$ cat config.mk
export PLATFORM = sky130hd
export DESIGN_NAME = jk_sync_counter_flat
export DESIGN_NICKNAME = d
export VERILOG_FILES = /design/src/rtl/jk_sync_counter_if.sv /design/src/rtl/jk_sync_counter.sv /design/src/flat_wrapper.sv
export SDC_FILE = /design/constraint.sdc
export NUM_CORES = 1
export LEC_CHECK = 0
export ABC_AREA = 1
export ABC_CLOCK_PERIOD_IN_PS = 2900
export CORE_AREA = 2 2 39 41
export DETAILED_ROUTE_END_ITERATION = 10
export DIE_AREA = 0 0 41 43
export PLACE_DENSITY = 0.7
export SYNTH_ARGS = -nofsm -noshare
export SYNTH_HDL_FRONTEND = slang
export SYNTH_SLANG_ARGS = --single-unit
$ cat constraint.sdc
create_clock -name clk -period 2.9 [get_ports clk]
set_input_delay 0.435 -clock clk [delete_from_list [all_inputs] [get_ports clk]]
set_output_delay 0.435 -clock clk [all_outputs]
set_load 0.02 [all_outputs]
$ cat src/rtl/jk_sync_counter_if.sv
// Bus bundle for jk_sync_counter: control inputs, count outputs and the
// per-bit JK drive observation outputs.
interface jk_sync_counter_if #(
  parameter int unsigned WIDTH = 4
);
  logic             en;
  logic             up_dn;
  logic             load;
  logic [WIDTH-1:0] d_in;
  logic [WIDTH-1:0] q;
  logic [WIDTH-1:0] q_bar;
  logic             tc;
  logic [WIDTH-1:0] j_drv;
  logic [WIDTH-1:0] k_drv;

  modport master (
    output en, up_dn, load, d_in,
    input  q, q_bar, tc, j_drv, k_drv
  );

  modport slave (
    input  en, up_dn, load, d_in,
    output q, q_bar, tc, j_drv, k_drv
  );
endinterface

$ cat src/rtl/jk_sync_counter.sv
// Synchronous modulo-MODULUS up/down counter made of WIDTH JK cells.
// The J/K drive for every bit is derived here each cycle and the state is
// updated only through the JK characteristic equation.
module jk_sync_counter #(
  parameter int unsigned WIDTH   = 4,
  parameter int unsigned MODULUS = 16
) (
  input logic               clk,
  input logic               rst_n,
  jk_sync_counter_if.slave  bus
);

  localparam logic [WIDTH-1:0] CNT_MAX = WIDTH'(MODULUS - 1);

  generate
    if (WIDTH < 2 || WIDTH > 16 || MODULUS < 2 || MODULUS > (32'd1 << WIDTH)) begin : g_param_chk
      $error("jk_sync_counter: illegal WIDTH/MODULUS combination");
    end
  endgenerate

  logic [WIDTH-1:0] q_q;
  logic [WIDTH-1:0] q_d;
  logic [WIDTH-1:0] j_drv;
  logic [WIDTH-1:0] k_drv;
  logic [WIDTH-1:0] tgl_up;
  logic [WIDTH-1:0] tgl_dn;
  logic [WIDTH-1:0] d_eff;
  logic             carry_up;
  logic             carry_dn;
  logic             tc;

  // Toggle masks: bit i toggles when all lower bits are ones (up) or zeros (down).
  always_comb begin
    tgl_up   = '0;
    tgl_dn   = '0;
    carry_up = 1'b1;
    carry_dn = 1'b1;
    for (int unsigned i = 0; i < WIDTH; i++) begin
      tgl_up[i] = carry_up;
      tgl_dn[i] = carry_dn;
      carry_up  = carry_up & q_q[i];
      carry_dn  = carry_dn & ~q_q[i];
    end
  end

  // J/K drive selection in priority order: reset, load, count, hold.
  always_comb begin
    j_drv = '0;
    k_drv = '0;
    d_eff = (bus.d_in <= CNT_MAX) ? bus.d_in : CNT_MAX;
    if (!rst_n) begin
      k_drv = '1;
    end else if (bus.load) begin
      j_drv = d_eff;
      k_drv = ~d_eff;
    end else if (bus.en) begin
      if (q_q > CNT_MAX) begin
        k_drv = '1;
      end else if (bus.up_dn) begin
        if (q_q == CNT_MAX) begin
          k_drv = '1;
        end else begin
          j_drv = tgl_up;
          k_drv = tgl_up;
        end
      end else begin
        if (q_q == '0) begin
          j_drv = CNT_MAX;
          k_drv = ~CNT_MAX;
        end else begin
          j_drv = tgl_dn;
          k_drv = tgl_dn;
        end
      end
    end
  end

  // JK characteristic equation and terminal count.
  always_comb begin
    q_d = (j_drv & ~q_q) | (~k_drv & q_q);
    tc  = rst_n & bus.en & ~bus.load &
          ((bus.up_dn & (q_q == CNT_MAX)) | (~bus.up_dn & (q_q == '0)));
  end

  // State register; the reset branch yields the same value the JK drive produces.
  always_ff @(posedge clk) begin
    if (!rst_n) begin
      q_q <= '0;
    end else begin
      q_q <= q_d;
    end
  end

  assign bus.q     = q_q;
  assign bus.q_bar = ~q_q;
  assign bus.tc    = tc;
  assign bus.j_drv = j_drv;
  assign bus.k_drv = k_drv;

endmodule

$ cat src/flat_wrapper.sv
// flat-port wrapper written by rule: the top's interface ports become plain ports
module jk_sync_counter_flat 
#(
  parameter int unsigned WIDTH   = 4,
  parameter int unsigned MODULUS = 16
)
  (clk, rst_n, bus_en, bus_up_dn, bus_load, bus_d_in, bus_q, bus_q_bar, bus_tc, bus_j_drv, bus_k_drv);
  jk_sync_counter_if #(.WIDTH(WIDTH)) bus_i ();
  input logic clk;
  input logic rst_n;
  input wire logic [$bits(bus_i.en)-1:0] bus_en;
  input wire logic [$bits(bus_i.up_dn)-1:0] bus_up_dn;
  input wire logic [$bits(bus_i.load)-1:0] bus_load;
  input wire logic [$bits(bus_i.d_in)-1:0] bus_d_in;
  output wire logic [$bits(bus_i.q)-1:0] bus_q;
  output wire logic [$bits(bus_i.q_bar)-1:0] bus_q_bar;
  output wire logic [$bits(bus_i.tc)-1:0] bus_tc;
  output wire logic [$bits(bus_i.j_drv)-1:0] bus_j_drv;
  output wire logic [$bits(bus_i.k_drv)-1:0] bus_k_drv;
  assign bus_i.en = bus_en;
  assign bus_i.up_dn = bus_up_dn;
  assign bus_i.load = bus_load;
  assign bus_i.d_in = bus_d_in;
  assign bus_q = bus_i.q;
  assign bus_q_bar = bus_i.q_bar;
  assign bus_tc = bus_i.tc;
  assign bus_j_drv = bus_i.j_drv;
  assign bus_k_drv = bus_i.k_drv;
  jk_sync_counter #(.WIDTH(WIDTH), .MODULUS(MODULUS)) u_core (.clk(clk), .rst_n(rst_n), .bus(bus_i));
endmodule
# After elaboration in Yosys (flattened, before gate mapping)
# Cells that the tools add are included.
[word_totals] register_bits=4 in_bits=9 output_inout_bits=17 word_cells=41
[classes] order_cmp=2 n_eq_ne=1 muxes=15 n_bitwise=21 n_reduce_logical=1
[op_table] operator="$mux W4" n=15
[op_table] operator="$not A4 Y4" n=3
[op_table] operator="$and A1 B1 Y1" n=9
[op_table] operator="$and A4 B4 Y4" n=2
[op_table] operator="$not A1 Y1" n=5
[op_table] operator="$eq A4 B4 Y1 const B" n=1
[op_table] operator="$gt A4 B4 Y1 const B" n=1
[op_table] operator="$le A4 B4 Y1 const B" n=1
[op_table] operator="$logic_not A4 Y1" n=1
[op_table] operator="$or A4 B4 Y4" n=1
[op_table] operator="$or A1 B1 Y1" n=1

# Longest topological paths before layout
# Gate-level depths: netlist (run 1).
[logic_depth] depth_word=12 mapped_depth=8

# Worst setup path before layout (run 1)
# No wires, ideal clock.
[synth_path] path_type="reg2out" from="register u_core.q_q[0], in the netlist u_core.bus.q[0]" to="output port bus_j_drv[3]" arrival_time_ns=1.247 required_ns=2.465 slack_ns=1.218 path_stages_with_launch=7 cell_sequence="dfxtp_1 nand2_2 nor2_2 nand2_1 nand2_1 nand2_1 a21oi_1"
[synth_via] elab_chain_cells=9 elab_cells_between_ends=15 cone_classes="order compare (1); eq/ne (1); mux (7); bitwise (5); reduce/logical (1)"
[synth_lines] item="start: declaration" line_no="jk_sync_counter.sv:21" rtl="logic [WIDTH-1:0] q_q;"
[synth_lines] item="start signal: assignment" line_no="jk_sync_counter.sv:90" rtl="q_q <= q_d;"
[synth_lines] item="$not A1 Y1" line_no="jk_sync_counter.sv:42" rtl="carry_dn = carry_dn & ~q_q[i];"
[synth_lines] item="$and A1 B1 Y1 (2 in a row)" line_no="jk_sync_counter.sv:42"
[synth_lines] item="$mux W4" line_no="jk_sync_counter.sv:67" rtl="if (q_q == '0) begin"
[synth_lines] item="$mux W4" line_no="jk_sync_counter.sv:59" rtl="end else if (bus.up_dn) begin"
[synth_lines] item="$mux W4 (*)" line_no="jk_sync_counter.sv:57" rtl="if (q_q > CNT_MAX) begin"
[synth_lines] item="$mux W4 (*)" line_no="jk_sync_counter.sv:56" rtl="end else if (bus.en) begin"
[synth_lines] item="$mux W4 (*)" line_no="jk_sync_counter.sv:53" rtl="end else if (bus.load) begin"
[synth_lines] item="$mux W4 (*)" line_no="jk_sync_counter.sv:51" rtl="if (!rst_n) begin"
[synth_lines] item="end: declaration" line_no="flat_wrapper.sv:18" rtl="output wire logic [$bits(bus_i.j_drv)-1:0] bus_j_drv;"
# Mark *: on every way between the ends. The rest lies on a longest branch, timed or not.

# Worst setup path after layout (run 1)
[layout_path] from="input port bus_up_dn" to="output port bus_j_drv[3]"
[layout_via] elab_chain_cells=5
[layout_lines] item="start: declaration" line_no="flat_wrapper.sv:12" rtl="input wire logic [$bits(bus_i.up_dn)-1:0] bus_up_dn;"
[layout_lines] item="$mux W4" line_no="jk_sync_counter.sv:59"
[layout_lines] item="$mux W4" line_no="jk_sync_counter.sv:57"
[layout_lines] item="$mux W4" line_no="jk_sync_counter.sv:56"
[layout_lines] item="$mux W4" line_no="jk_sync_counter.sv:53"
[layout_lines] item="$mux W4" line_no="jk_sync_counter.sv:51"
# Every way passes these cells.

==> results of run 1 <==
==> cell families (layout without fill, tap and decap cells) <==
logic type / Yosys count / count (layout) / synth area share
buffers and inverters: 15 / 43 / 0.152
AO/OA/AOI/OAI: 13 / 13 / 0.161
flip-flops: 4 / 4 / 0.190
AND/OR/NAND/NOR: 50 / 50 / 0.497
==> placed cells by master (no fill, tap or decap), types with 3 or more instances in the layout <==
cell type / instances
o21ai_0: 6
inv_1: 13
a21oi_1: 5
clkdlybuf4s50_1: 25
nand2_1: 33
dfxtp_1: 4
clkbuf_4: 3
nor2_1: 3
nand3_1: 11
==> area by class of cell <==
class | instances | area, sq um
clock buffer | 3 | 22.5
multi-input combinational | 63 | 277
inverter | 14 | 52.6
fill | 146 | 674
timing repair buffer | 26 | 258
sequential | 4 | 80.1
tap | 16 | 20.0
==> worst max-delay path: stages <==
cell	delay [ns]
clkdlybuf4s50_1	0.49
nor2_1	0.24
nand3_1	0.10
nand2_1	0.08
nand2_1	0.07
a21oi_1	0.12
clkdlybuf4s50_1	0.61
==> final timing paths <==
kind / start / to / slack, ns / cells after the start
hold / removal: u_core.bus.q[2] / u_core.bus.q[2] / 0.52 / 2
hold reg to reg: u_core.bus.q[2] / u_core.bus.q[2] / 0.52 / 2
setup / recovery: bus_up_dn / bus_j_drv[3] / 0.31 / 7
setup reg to reg: u_core.bus.q[0] / u_core.bus.q[0] / 1.73 / 7
==> through the flow <==
step | total power [W] | hold WS (ns) | instance area (sq um)
5_1_grt | 0.000306 | 0.537 | 709
2_1_floorplan | 0.000153 | 0.580 | 420
3_3_place_gp | 0.000220 | 0.520 | 687
4_1_cts | 0.000292 | 0.524 | 709
6_report | 0.000290 | 0.523 | 709
3_5_place_dp | 0.000219 | 0.517 | 687
==> where the power goes <==
part	internal, W	leakage (nW)	switching (W)
clock	0.0000465	0.0138	0.0000254
sequential	0.0000625	0.0333	0.0000121
combinational	0.0000651	0.311	0.0000789
total	0.000174	0.358	0.000116
==> synth_stat cells <==
cell	count
a21oi_1	5
dfxtp_1	4
nor2_1	3
nand2_1	33
inv_1	13
o211ai_1	1
o21ai_0	6
nand2_2	1
nand4_1	1
buf_6	1
nand3_1	11
o21ai_1	1
inv_2	1
nor2_2	1
==> per-layer routing <==
metal | vias to the layer above | global-route usage | part of all wire | wire length, um
li1 | 317 | - | - | -
met1 | 253 | 0.196 | 0.44 | 549
met2 | 31 | 0.209 | 0.46 | 566
met3 | 2 | 0.0314 | 0.092 | 114
met4 | 0 | 0.0800 | 0.0097 | 12
met5 | - | 0 | 0 | 0
==> impl_metrics.xml, run 1 <==
<?xml version="1.0" encoding="UTF-8"?>
<metrics>
  <group name="run_status">
    <metric name="outcome" unit="">complete, no violations</metric>
  </group>
  <group name="sta">
    <metric name="final.period_utilization" unit="">0.894</metric>
    <metric name="finalHoldViolCount" unit="">0</metric>
    <metric name="unrepaired_setup_endpoints_after_global_routing" unit="">no</metric>
    <metric name="setup_viol" unit="">0</metric>
    <metric name="relSlewSlack" unit="">0.787</metric>
    <metric name="layout_setup_ws" unit="ns">0.307</metric>
    <metric name="max_freq" unit="GHz">0.386</metric>
    <metric name="period_needed" unit="ns">2.59</metric>
    <metric name="timing_worst_slew_pin_value" unit="ns">0.319</metric>
    <metric name="setup_tns" unit="ns">0</metric>
    <metric name="clock_skew" unit="ns">0.00366</metric>
    <metric name="final-max-slew-violation-count" unit="">0</metric>
  </group>
  <group name="floorplanning">
    <metric name="core" unit="sq mm">0.00138</metric>
    <metric name="die_height" unit="um">43</metric>
    <metric name="floorplan.initialDensity" unit="">0.304</metric>
    <metric name="die_area" unit="sq mm">0.00176</metric>
    <metric name="die_width" unit="um">41</metric>
    <metric name="std_cell_rows" unit="">14</metric>
    <metric name="i_o_pin_cnt" unit="">26</metric>
  </group>
  <group name="routing">
    <metric name="via_per_inst" unit="">4.79</metric>
    <metric name="drt_iter0_markers" unit="">23</metric>
    <metric name="postRouteAntennaNets" unit="">0</metric>
    <metric name="post_detailed_route_drc_marker_count" unit="">0</metric>
    <metric name="routed_wirelength" unit="mm">1.24</metric>
    <metric name="wire_per_inst" unit="um">9.87</metric>
    <metric name="drt_first_pass_iters" unit="">4</metric>
    <metric name="num_vias" unit="">603</metric>
  </group>
  <group name="logic_synthesis">
    <metric name="synth.area.top_cells" unit="">nand2_1 (29%), dfxtp_1 (19%), nand3_1 (13%)</metric>
    <metric name="synth-seq-area-share" unit="">0.190</metric>
    <metric name="synthesis.yosys.warnings" unit="">0</metric>
    <metric name="synth_cell_type_count" unit="">14</metric>
    <metric name="syn-num-nets" unit="">91</metric>
    <metric name="synth_area" unit="sq um">420</metric>
    <metric name="synth_top_cell_area_share" unit="">0.295</metric>
    <metric name="synthCells" unit="">82</metric>
    <metric name="synth_top_area_cell" unit="">nand2_1</metric>
    <metric name="yosys_register_bits" unit="">4</metric>
    <metric name="postSynthAreaPerCell" unit="sq um">5.13</metric>
  </group>
  <group name="min_path">
    <metric name="min-delay-path-class" unit="">register to register</metric>
  </group>
  <group name="clocking">
    <metric name="clkSinkCount" unit="">4</metric>
    <metric name="cts.root.buffer_cell" unit="">clkbuf_4</metric>
    <metric name="cts_htree_levels" unit="">1</metric>
    <metric name="clock_pin_transition_on_the_worst_setup_and_hold_timing_paths" unit="ns">0.04</metric>
    <metric name="cts.repair_timing.setup_buffer_count" unit="">0</metric>
    <metric name="cts_hold_repair.buffers" unit="">0</metric>
    <metric name="clock_latency" unit="ns">0.24</metric>
    <metric name="cts_resized" unit="">0</metric>
    <metric name="tritoncts_clock_tree" unit="">yes</metric>
    <metric name="cts_inserted_buffers" unit="">3</metric>
    <metric name="cts.path.max_buffers" unit="">2</metric>
  </group>
  <group name="placed_design">
    <metric name="post-place-ws" unit="ns">0.300</metric>
    <metric name="gpl.final_weighted_congestion" unit="">0.810</metric>
    <metric name="numPlacedInstances" unit="">123</metric>
    <metric name="portBuffers" unit="">25</metric>
    <metric name="dp_hpwl" unit="um">976</metric>
  </group>
  <group name="grt">
    <metric name="first_global_vias" unit="">471</metric>
    <metric name="grt_first_pass_wirelength" unit="mm">1.77</metric>
    <metric name="antenna_violations_before_repair" unit="">0</metric>
    <metric name="grt_ovf" unit="">0</metric>
    <metric name="track_usage" unit="">0.146</metric>
    <metric name="grt_max_degree" unit="">12</metric>
  </group>
  <group name="setup_path">
    <metric name="criticalPathCategory" unit="">input port to output pin</metric>
    <metric name="worst_setup_path_end_kind" unit="">output pin</metric>
    <metric name="path_max_fanout" unit="">5</metric>
    <metric name="worst-endpoint-required" unit="ns">2.47</metric>
    <metric name="critPathLaunchType" unit="">input port</metric>
    <metric name="worst_ep_arrival_time" unit="ns">2.16</metric>
  </group>
  <group name="pwr">
    <metric name="leakage" unit="nW">0.358</metric>
    <metric name="power_per_cell_area" unit="mW/mm^2">409</metric>
    <metric name="worst_ir_drop_vdd" unit="uV">274</metric>
  </group>
  <group name="run">
    <metric name="drv_cap" unit="">0</metric>
  </group>
  <group name="cells_and_area">
    <metric name="flip_flop_count_of_the_largest_register_after_layout" unit="">4</metric>
    <metric name="core_occupancy_in_the_finished_layout" unit="">0.513</metric>
    <metric name="finish.net_count" unit="">121</metric>
    <metric name="share_of_layout_cells_above_drive_strength_1" unit="">0.0636</metric>
    <metric name="antenna_cells_inserted" unit="">0</metric>
    <metric name="area_added_between_synthesis_and_finish" unit="%">68.7</metric>
    <metric name="non_filler_cells_final" unit="">126</metric>
  </group>
</metrics>
Note: power is estimated with default switching activity, not from simulation.
==> inputs of run 2 (changes only) <==
Settings changed: ABC_AREA 1 to 0, PLACE_DENSITY 0.7 to 0.8.
==> run 2 against run 1 <==
Die area unchanged. Final cell count decreased by 10%. Clock-buffer cell count unchanged. Worst hold slack improved by 0.11 ns. Via count increased by 7.6%. Critical path depth decreased by 2. Total power increased by 2.9%. Worst setup slack got worse by 0.17 ns. First-iteration DRC count increased by 4.3%. Synthesized cell count decreased by 15%. Core utilization increased by 8.5 points. Combinational power about the same. Critical endpoint is now bus_k_drv[3].
==> impl_metrics.xml, run 2 <==
<?xml version="1.0" encoding="UTF-8"?>
<metrics>
  <group name="clocking">
    <metric name="cts.repair_timing.setup_buffer_count" unit="">0</metric>
    <metric name="cts_htree_levels" unit="">1</metric>
    <metric name="cts.path.max_buffers" unit="">2</metric>
    <metric name="clock_pin_transition_on_the_worst_setup_and_hold_timing_paths" unit="ns">0.04</metric>
    <metric name="tritoncts_clock_tree" unit="">yes</metric>
    <metric name="clkSinkCount" unit="">4</metric>
    <metric name="cts_inserted_buffers" unit="">3</metric>
    <metric name="clock_latency" unit="ns">0.24</metric>
    <metric name="cts.root.buffer_cell" unit="">clkbuf_4</metric>
  </group>
  <group name="floorplanning">
    <metric name="std_cell_rows" unit="">14</metric>
    <metric name="die_area" unit="sq mm">0.00176</metric>
    <metric name="die_width" unit="um">41</metric>
    <metric name="core" unit="sq mm">0.00138</metric>
    <metric name="i_o_pin_cnt" unit="">26</metric>
    <metric name="floorplan.initialDensity" unit="">0.388</metric>
    <metric name="die_height" unit="um">43</metric>
  </group>
  <group name="cells_and_area">
    <metric name="flip_flop_count_of_the_largest_register_after_layout" unit="">4</metric>
    <metric name="mostFrequentLayoutCells" unit="">clkdlybuf4s50_1 (25), a21oi_1 (6), inv_1 (6)</metric>
    <metric name="fillers" unit="">134</metric>
    <metric name="most_common_library_cell_in_the_layout_ignoring_fill_and_taps" unit="">clkdlybuf4s50_1</metric>
    <metric name="area_added_between_synthesis_and_finish" unit="%">54.1</metric>
    <metric name="finish.net_count" unit="">108</metric>
    <metric name="antenna_cells_inserted" unit="">0</metric>
    <metric name="share_of_layout_cells_above_drive_strength_1" unit="">0.165</metric>
    <metric name="layout.cell_area.non_filler" unit="sq um">827</metric>
    <metric name="core_occupancy_in_the_finished_layout" unit="">0.598</metric>
  </group>
  <group name="sta">
    <metric name="final-max-slew-violation-count" unit="">0</metric>
    <metric name="clock_skew" unit="ns">0.000351</metric>
    <metric name="relSlewSlack" unit="">0.696</metric>
    <metric name="final.period_utilization" unit="">0.953</metric>
    <metric name="hold_slack" unit="ns">0.632</metric>
    <metric name="max_freq" unit="GHz">0.362</metric>
    <metric name="finalHoldViolCount" unit="">0</metric>
    <metric name="timing_worst_slew_pin_value" unit="ns">0.456</metric>
    <metric name="period_needed" unit="ns">2.77</metric>
    <metric name="setup_viol" unit="">0</metric>
    <metric name="unrepaired_setup_endpoints_after_global_routing" unit="">no</metric>
    <metric name="setup_tns" unit="ns">0</metric>
  </group>
  <group name="placed_design">
    <metric name="dpl-instance-area" unit="sq um">803</metric>
    <metric name="dp_hpwl" unit="mm">1.11</metric>
    <metric name="gpl.final_weighted_congestion" unit="">0.800</metric>
    <metric name="portBuffers" unit="">25</metric>
  </group>
  <group name="pwr">
    <metric name="worst_ir_drop_vdd" unit="uV">224</metric>
    <metric name="leakage" unit="nW">0.313</metric>
    <metric name="power_per_cell_area" unit="mW/mm^2">361</metric>
  </group>
  <group name="logic_synthesis">
    <metric name="synth_area" unit="sq um">537</metric>
    <metric name="synth_enable_flop_cells" unit="">0</metric>
    <metric name="synth-seq-area-share" unit="">0.149</metric>
    <metric name="ys_async_sr_fraction" unit="">0</metric>
    <metric name="synth_top_area_cell" unit="">dfxtp_1</metric>
    <metric name="synth_cell_type_count" unit="">36</metric>
    <metric name="yosys_register_bits" unit="">4</metric>
    <metric name="synth_top_cell_area_share" unit="">0.149</metric>
    <metric name="synthCells" unit="">70</metric>
    <metric name="synth.area.top_cells" unit="">dfxtp_1 (15%), a21oi_1 (5.6%), a2111oi_4 (5.1%)</metric>
    <metric name="syn-num-nets" unit="">79</metric>
    <metric name="postSynthAreaPerCell" unit="sq um">7.67</metric>
    <metric name="synth_top_cells_by_count" unit="">a21oi_1 (6), inv_1 (6), nand2_1 (5), dfxtp_1 (4), o21ai_0 (4)</metric>
    <metric name="synth_ff_type" unit="">dfxtp_1</metric>
    <metric name="synthesis.yosys.warnings" unit="">0</metric>
  </group>
  <group name="grt">
    <metric name="track_usage" unit="">0.186</metric>
    <metric name="grt_max_degree" unit="">13</metric>
    <metric name="grt_first_pass_wirelength" unit="mm">2.25</metric>
    <metric name="antenna_violations_before_repair" unit="">0</metric>
    <metric name="grt_ovf" unit="">0</metric>
    <metric name="first_global_vias" unit="">510</metric>
  </group>
  <group name="routing">
    <metric name="drt_first_pass_iters" unit="">6</metric>
    <metric name="postRouteAntennaNets" unit="">0</metric>
    <metric name="routed_wirelength" unit="mm">1.47</metric>
    <metric name="num_vias" unit="">649</metric>
    <metric name="drt_iter0_markers" unit="">24</metric>
    <metric name="post_detailed_route_drc_marker_count" unit="">0</metric>
    <metric name="via_per_inst" unit="">5.74</metric>
    <metric name="wire_per_inst" unit="um">13.0</metric>
  </group>
  <group name="min_path">
    <metric name="min-delay-path-class" unit="">register to register</metric>
    <metric name="worstHoldStart" unit="">u_core.bus.q[1]</metric>
  </group>
  <group name="setup_path">
    <metric name="worstSetupStartpoint" unit="">bus_up_dn</metric>
    <metric name="rr_startpoint" unit="">u_core.bus.q[0]</metric>
    <metric name="criticalPathCategory" unit="">input port to output pin</metric>
    <metric name="worst_setup_path_end_kind" unit="">output pin</metric>
    <metric name="worst_ep_arrival_time" unit="ns">2.33</metric>
    <metric name="worst-endpoint-required" unit="ns">2.47</metric>
    <metric name="critPathLaunchType" unit="">input port</metric>
    <metric name="path_max_fanout" unit="">8</metric>
  </group>
  <group name="run">
    <metric name="drv_cap" unit="">0</metric>
  </group>
  <group name="run_status">
    <metric name="outcome" unit="">complete, no violations</metric>
  </group>
</metrics>
run 2: repair_timing:
action,in CTS,in global routing
gates resized for setup,0,1
endpoints found under the hold margin,0,0
endpoints found under the setup margin,0,1
hold buffers,0,0
run 2: worst max-delay path, stage by stage:
cell             delay, ns
clkdlybuf4s50_1       0.55
nor4_4                0.44
a21oi_1               0.12
o221ai_1              0.16
clkdlybuf4s50_1       0.63
run 2: through the flow:
stage	power [W]	worst slack, ns	cells
6_report	0.000299	0.135	113
5_1_grt	0.000320	0.0113	113
4_1_cts	0.000301	0.0858	113
3_5_place_dp	0.000226	0.0822	110
3_3_place_gp	0.000225	0.146	110
2_1_floorplan	0.000161	0.984	70
run 2: worst paths after layout:
path	cells after the start	endpoint	slack, ns
setup / recovery	5	bus_k_drv[3]	0.13
hold / removal	2	u_core.bus.q[1]	0.63
setup reg to reg	3	u_core.bus.q[3]	1.46
hold reg to reg	2	u_core.bus.q[1]	0.63
run 2: power breakdown:
group          switching (W)  internal [W]  leakage [nW]
Clock              0.0000264     0.0000465        0.0138
Combinational      0.0000717     0.0000749         0.266
Sequential         0.0000181     0.0000613        0.0332
run 2: final cells by class:
| class | count | area [sq um] | area share |
|---|---|---|---|
| clock buffers | 3 | 22.5 | 0.0272 |
| inverters | 6 | 22.5 | 0.0272 |
| multi-input cells | 54 | 394 | 0.477 |
| flip-flops and latches | 4 | 80.1 | 0.0968 |
| well taps | 16 | 20.0 | 0.0242 |
| repair buffers | 30 | 288 | 0.348 |
run 2: kinds of logic (layout without fill, tap and decap cells):
kind of cell / Yosys count / after routing / synth area share
and+or+nand+nor: 25 / 25 / 0.305
buffers and inverters: 12 / 39 / 0.119
DFF: 4 / 4 / 0.149
muxes: 2 / 2 / 0.0396
AOI/OAI and AO/OA: 27 / 27 / 0.387
run 2: per-layer routing:
layer | GRT usage | vias up | wire length [um] | part of all wire
li1 | - | 322 | - | -
met3 | 0.0157 | 4 | 84 | 0.057
met5 | 0 | - | 0 | 0
met4 | 0.120 | 0 | 40 | 0.027
met1 | 0.279 | 297 | 721 | 0.49
met2 | 0.241 | 26 | 621 | 0.42
